File: src/rtl/fp_pkg.sv
// Shared float32 constants and state/outcome types.
// The adder path reuses this package for its bias and exponent limits.
package fp_pkg;
  localparam int          FP_BIAS     = 127;
  localparam int          FP_EXP_MAX  = 255;
  localparam logic [31:0] INT32_MAX   = 32'h7FFF_FFFF;
  localparam logic [31:0] INT32_MIN   = 32'h8000_0000;
  localparam logic [31:0] FP_NEG_2P31 = 32'hCF00_0000;

  typedef enum logic [1:0] {IDLE, CLASS, SHIFT, FIN} state_t;

  // What FIN should emit, decided once in CLASS.
  typedef enum logic [1:0] {OUT_NUM, OUT_ZERO, OUT_INV, OUT_MIN} outcome_t;
endpackage

File: src/rtl/fp_unpack.sv
// Combinational float32 field split and classification.
module fp_unpack
  import fp_pkg::*;
(
  input  logic [31:0]       x,
  output logic              sign,
  output logic [7:0]        exponent,
  output logic [23:0]       mantissa,
  output logic              is_nan,
  output logic              is_inf,
  output logic              is_zero_or_sub,
  output logic signed [8:0] k
);
  logic frac_nz;
  logic exp_max;

  assign sign           = x[31];
  assign exponent       = x[30:23];
  assign frac_nz        = |x[22:0];
  assign exp_max        = (exponent == 8'(FP_EXP_MAX));
  assign is_zero_or_sub = (exponent == 8'd0);
  // Hidden bit is clear for zeros and denormals.
  assign mantissa       = {~is_zero_or_sub, x[22:0]};
  assign is_nan         = exp_max & frac_nz;
  assign is_inf         = exp_max & ~frac_nz;
  assign k              = $signed({1'b0, exponent}) - $signed(9'(FP_BIAS));
endmodule

File: src/rtl/fp_to_int.sv
// Sequential float32 -> int32 converter, truncating toward zero.
// Mantissa alignment uses a one-bit-per-cycle shifter under a start/busy/done FSM.
module fp_to_int
  import fp_pkg::*;
#(
  parameter bit SAT_ON_INVALID = 1'b1
) (
  input  logic        clk,
  input  logic        reset,
  input  logic        start,
  input  logic [31:0] x,
  output logic        busy,
  output logic        done,
  output logic [31:0] result,
  output logic        invalid,
  output logic        inexact
);
  state_t      state;
  outcome_t    outcome;
  logic [31:0] x_q;
  logic [31:0] shreg;
  logic [4:0]  cnt;
  logic        left_q;
  logic        sticky;

  logic              sign;
  logic [7:0]        exponent;
  logic [23:0]       mantissa;
  logic              is_nan;
  logic              is_inf;
  logic              is_zero_or_sub;
  logic signed [8:0] k;

  fp_unpack u_unpack (
    .x              (x_q),
    .sign           (sign),
    .exponent       (exponent),
    .mantissa       (mantissa),
    .is_nan         (is_nan),
    .is_inf         (is_inf),
    .is_zero_or_sub (is_zero_or_sub),
    .k              (k)
  );

  // Alignment against the binary point at bit 23; only used when 0 <= k <= 30.
  logic        shift_left;
  logic [4:0]  shift_n;
  logic [31:0] inv_val;

  assign shift_left = (k > 9'sd23);
  assign shift_n    = shift_left ? 5'(k - 9'sd23) : 5'(9'sd23 - k);
  assign inv_val    = !SAT_ON_INVALID       ? 32'd0     :
                      (is_nan || !sign)     ? INT32_MAX : INT32_MIN;

  // NOTE: async reset clears every register, including the datapath, so an
  // aborted conversion leaves no stale shifter state; all state uses <=.
  always_ff @(posedge clk or posedge reset) begin
    if (reset) begin
      state   <= IDLE;
      outcome <= OUT_NUM;
      x_q     <= '0;
      shreg   <= '0;
      cnt     <= '0;
      left_q  <= 1'b0;
      sticky  <= 1'b0;
      busy    <= 1'b0;
      done    <= 1'b0;
      result  <= '0;
      invalid <= 1'b0;
      inexact <= 1'b0;
    end else begin
      case (state)
        IDLE: begin
          done <= 1'b0;
          if (start) begin
            x_q   <= x;
            busy  <= 1'b1;
            state <= CLASS;
          end
        end
        CLASS: begin
          state <= FIN;
          if (is_nan || is_inf) begin
            outcome <= OUT_INV;
          end else if (is_zero_or_sub || k < 9'sd0) begin
            outcome <= OUT_ZERO;
            sticky  <= (exponent != 8'd0) || (|mantissa[22:0]);
          end else if (k >= 9'sd31) begin
            outcome <= (x_q == FP_NEG_2P31) ? OUT_MIN : OUT_INV;
          end else begin
            outcome <= OUT_NUM;
            shreg   <= {8'd0, mantissa};
            cnt     <= shift_n;
            left_q  <= shift_left;
            sticky  <= 1'b0;
            if (shift_n != 5'd0) state <= SHIFT;
          end
        end
        SHIFT: begin
          if (left_q) begin
            shreg <= {shreg[30:0], 1'b0};
          end else begin
            shreg  <= {1'b0, shreg[31:1]};
            sticky <= sticky | shreg[0];
          end
          cnt <= cnt - 5'd1;
          if (cnt == 5'd1) state <= FIN;
        end
        FIN: begin
          case (outcome)
            OUT_INV: begin
              result  <= inv_val;
              invalid <= 1'b1;
              inexact <= 1'b0;
            end
            OUT_MIN: begin
              result  <= INT32_MIN;
              invalid <= 1'b0;
              inexact <= 1'b0;
            end
            OUT_ZERO: begin
              result  <= '0;
              invalid <= 1'b0;
              inexact <= sticky;
            end
            default: begin
              result  <= sign ? -shreg : shreg;
              invalid <= 1'b0;
              inexact <= sticky;
            end
          endcase
          done  <= 1'b1;
          busy  <= 1'b0;
          state <= IDLE;
        end
        default: state <= IDLE;
      endcase
    end
  end
endmodule

File: config.mk
export PLATFORM = sky130hd
export DESIGN_NAME = fp_to_int
export DESIGN_NICKNAME = d
export VERILOG_FILES = /design/src/rtl/fp_pkg.sv /design/src/rtl/fp_unpack.sv /design/src/rtl/fp_to_int.sv
export SDC_FILE = /design/constraint.sdc
export NUM_CORES = 1
export LEC_CHECK = 0
export CORE_MARGIN = 3
export CORE_UTILIZATION = 35
export DETAILED_ROUTE_END_ITERATION = 12
export SLEW_MARGIN = 20
export SYNTH_ARGS = -nofsm -noshare
export SYNTH_HDL_FRONTEND = slang
export SYNTH_SLANG_ARGS = --single-unit
File: constraint.sdc
create_clock -name clk -period 8.54 [get_ports clk]
set_clock_uncertainty 0.1 [all_clocks]
set_input_delay 0.854 -clock clk [delete_from_list [all_inputs] [get_ports clk]]
set_output_delay 0.854 -clock clk [all_outputs]
set_load 0.01 [all_outputs]
==> impl_metrics.toml <==
[logic_synthesis]
yosysTopAreaCellShare = 0.446
syn_avg_cell_area_um2 = 9.42
syn_area_um2 = 6230
synthFlopType = "dfrtp_1"
synth_top_family_by_area = "compound AO/OA/AOI/OAI gates"
synthMuxAreaShare = 0.118
post_synth_num_cell_types = 57
synth_edf_count = 0
synthCells = 661
yosysSeqAreaShare = 0.446
synthTopCellsByArea = "dfrtp_1 (45%), mux2_2 (6.5%), mux2i_1 (5.3%)"
yosys_warnings = 0
ys_seq_elements = 111
synthSimpleGateAreaFrac = 0.151
synthArstFlopShare = 1.00
synth-compound-area-share = 0.165
synth-xor-area-share = 0.0520
yosys.area.top_type = "dfrtp_1"
synth-adder-area-share = 0.0261
syn_nets = 709

[final_layout]
multi_input_comb_area_um2 = 3210
seq_area_um2 = 2780
mostFrequentLayoutCells = "dfrtp_1 (111), nand2_1 (79), nor2_1 (72)"
drive_above_1_share = 0.111
synthToLayoutAreaGrowth_pct = 19.0
instances_no_fill = 934
antenna_cells = 0
n_fill_cell = 1644
stdcell_area_um2 = 7410
layout_commonest_cell = "dfrtp_1"
num-nets-final = 752
final_util = 0.427

[power_and_ir_drop]
swShare = 0.430
power.density_nw_per_um2 = 414
p_leak_nw = 3.01
p_comb_frac = 0.511
power_mw = 3.07
switchingPower_mw = 1.32
p_int_mw = 1.75
vdd_ir_drop_max_v = 0.000166
pwr-share-clk = 0.142
power.share.sequential = 0.347

[floorplanning]
core_um2 = 17400
std_cell_rows = 48
dieArea_um2 = 19400
chipWidth_um = 139
ios = 71
fp.dieH_um = 139
initial_core_util = 0.359

[sta]
hold_viol = 0
hold_ws_ns = 0.391
min_period_over_period = 0.401
clock.fmax_ghz = 0.292
worstMarginPinSlew_ns = 0.708
max_slew_margin = 0.523
tns_ns = 0
setup_viol = 0
drv_slew = 0
layout_setup_ws_ns = 5.11
period_needed_ns = 3.43
rsz0062_at_grt = "false"

[placed_design]
post-place-ws_ns = 5.16
dpl_cell_area_um2 = 7100
dp.cells = 918
detailed_place_hpwl_mm = 10.5
gp_congestion = 0.850
port_buffers = 70

[clocking]
clockRootBuffer = "clkbuf_16"
cts_num_sinks = 111
cts_resized = 0
cts_made_buffers = 9
clk_path_buf_depth = 2
clk_latency_ns = 0.37
cts_tree = "built"
h-tree-depth = 3
clkTransAtPathRegs_ns = 0.07
cts_hold_buf = 0
cts_setup_buffers = 0

[worst_hold_path]
holdPathStages = 2
hold_class = "flop to flop"

[route]
drtPass1Iterations = 5
wl_mm = 14.8
vias = 4925
antenna_left = 0
via_per_inst = 5.27
post_drt_wl_per_cell_um = 15.9
drt_iter0_drc = 414
drc = 0

[setup_path]
crit_required_ns = 8.70
reg2reg_slack_ns = 5.11
endpoint_kind = "flop"
worst_path_max_delay_cell = "or4b_2"
critical_path.endpoint = "cnt[4]$_DFFE_PP0P_"
r2r-start = "x_q[25]$_DFFE_PP0P_"
critical_path_class = "flop to flop"
reg2reg_to = "cnt[4]$_DFFE_PP0P_"
arrival_ns = 3.59
slowest_delay_ns = 0.69
worstRegToRegCells = 10
crit_buf_inv = 2
cp.depth = 10
critPathLaunchType = "flop"
cp_max_fo = 70
cpMostUsedCell = "ha_1"
path_delay_family = "simple AND/OR/NAND/NOR gates"
crit_chain = "ha_1, nand2_1, xor2_1, inv_1, ha_1, a31oi_1, a41oi_4, buf_4, or4b_2, o211a_1"
critPathLaunch = "x_q[25]$_DFFE_PP0P_"

[status]
status = "finished clean"

[global_routing]
grt-ovfl-total = 0
grt_max_degree = 79
antenna_found_initial = 1
grt_pass1_vias = 4659
grt_pass1_wl_mm = 24.9
grtUsageTotal = 0.157

[flow_run]
maxCapViolations = 0
==> final cells by class <==
cell class | count | share of cell area
inverter | 18 | 0.00945
multi-input combinational | 486 | 0.433
timing repair buffer | 78 | 0.103
clock inverter | 6 | 0.00928
sequential | 111 | 0.375
tap | 225 | 0.0380
clock buffer | 10 | 0.0322
==> synthesized netlist by cell type, types with 2 or more instances <==
master and number:
dfrtp_1 111, nand2_1 79, nor2_1 72, o21ai_0 66, mux2_2 36, mux2i_1 33, a21oi_1 32, xnor2_1 31
clkbuf_1 29, inv_1 18, o31ai_1 16, buf_1 13, ha_1 13, nand3_1 9, nor4_1 9, nor2b_1 6
xor2_1 6, a31oi_1 5, nor3_1 5, o22a_1 5, o22ai_1 5, o31ai_2 5, o41ai_1 5, and3_1 3
and4_1 3, nand3b_1 3, nand4_1 3, or2_2 3, or3_1 3, and2_1 2, buf_6 2, nand2b_1 2
o211ai_1 2, o41ai_2 2, or4_1 2
==> power by group through the flow <==
stage / combinational, mW / clock, mW / sequential [mW]
global route: 1.76 / 0.473 / 1.11
CTS: 1.58 / 0.453 / 1.06
global placement: 1.54 / 0 / 1.06
finish: 1.57 / 0.436 / 1.06
detailed placement: 1.58 / 0 / 1.07
floorplan: 1.15 / 0 / 0.989
==> worst min-delay path by stage <==
stage,from,endpoint,slack [ns]
finish,result[9]$_DFFE_PP0P_,result[9]$_DFFE_PP0P_,0.39
global route,cnt[1]$_DFFE_PP0P_,cnt[1]$_DFFE_PP0P_,0.42
CTS,result[9]$_DFFE_PP0P_,result[9]$_DFFE_PP0P_,0.40
detailed placement,result[9]$_DFFE_PP0P_,result[9]$_DFFE_PP0P_,0.38
global placement,result[9]$_DFFE_PP0P_,result[9]$_DFFE_PP0P_,0.37
floorplan,cnt[1]$_DFFE_PP0P_,cnt[1]$_DFFE_PP0P_,0.36
==> cell families (layout without fill, tap and decap cells) <==
logic type,Yosys count,count (layout)
AOI/OAI and AO/OA,158,158
adders and majority gates,13,13
xor gates and xnor gates,37,37
DFF,111,111
buffers and inverters,64,112
and+or+nand+nor,209,209
muxes,69,69
==> tightest hold or removal path: cells and delay by family, from the launching register on <==
family        cells  cell delay, ns
simple gates      2            0.11
flops             1            0.34
==> flip-flops by register name, indices dropped and copies added, names as in the netlist <==
| name | count |
|---|---|
| outcome | 2 |
| x_q | 32 |
| done | 1 |
| state | 2 |
| result | 32 |
| cnt | 5 |
| left_q | 1 |
| inexact | 1 |
| busy | 1 |
| sticky | 1 |
| shreg | 32 |
| invalid | 1 |
==> routing by layer <==
layer / global-route usage / part of all wire / routed length, um
met3: 0.0371 / 0.052 / 764
met1: 0.240 / 0.51 / 7570
met2: 0.215 / 0.42 / 6230
met5: 0 / 0 / 0
met4: 0.0536 / 0.017 / 252
Note: power is estimated with default switching activity, not from simulation.
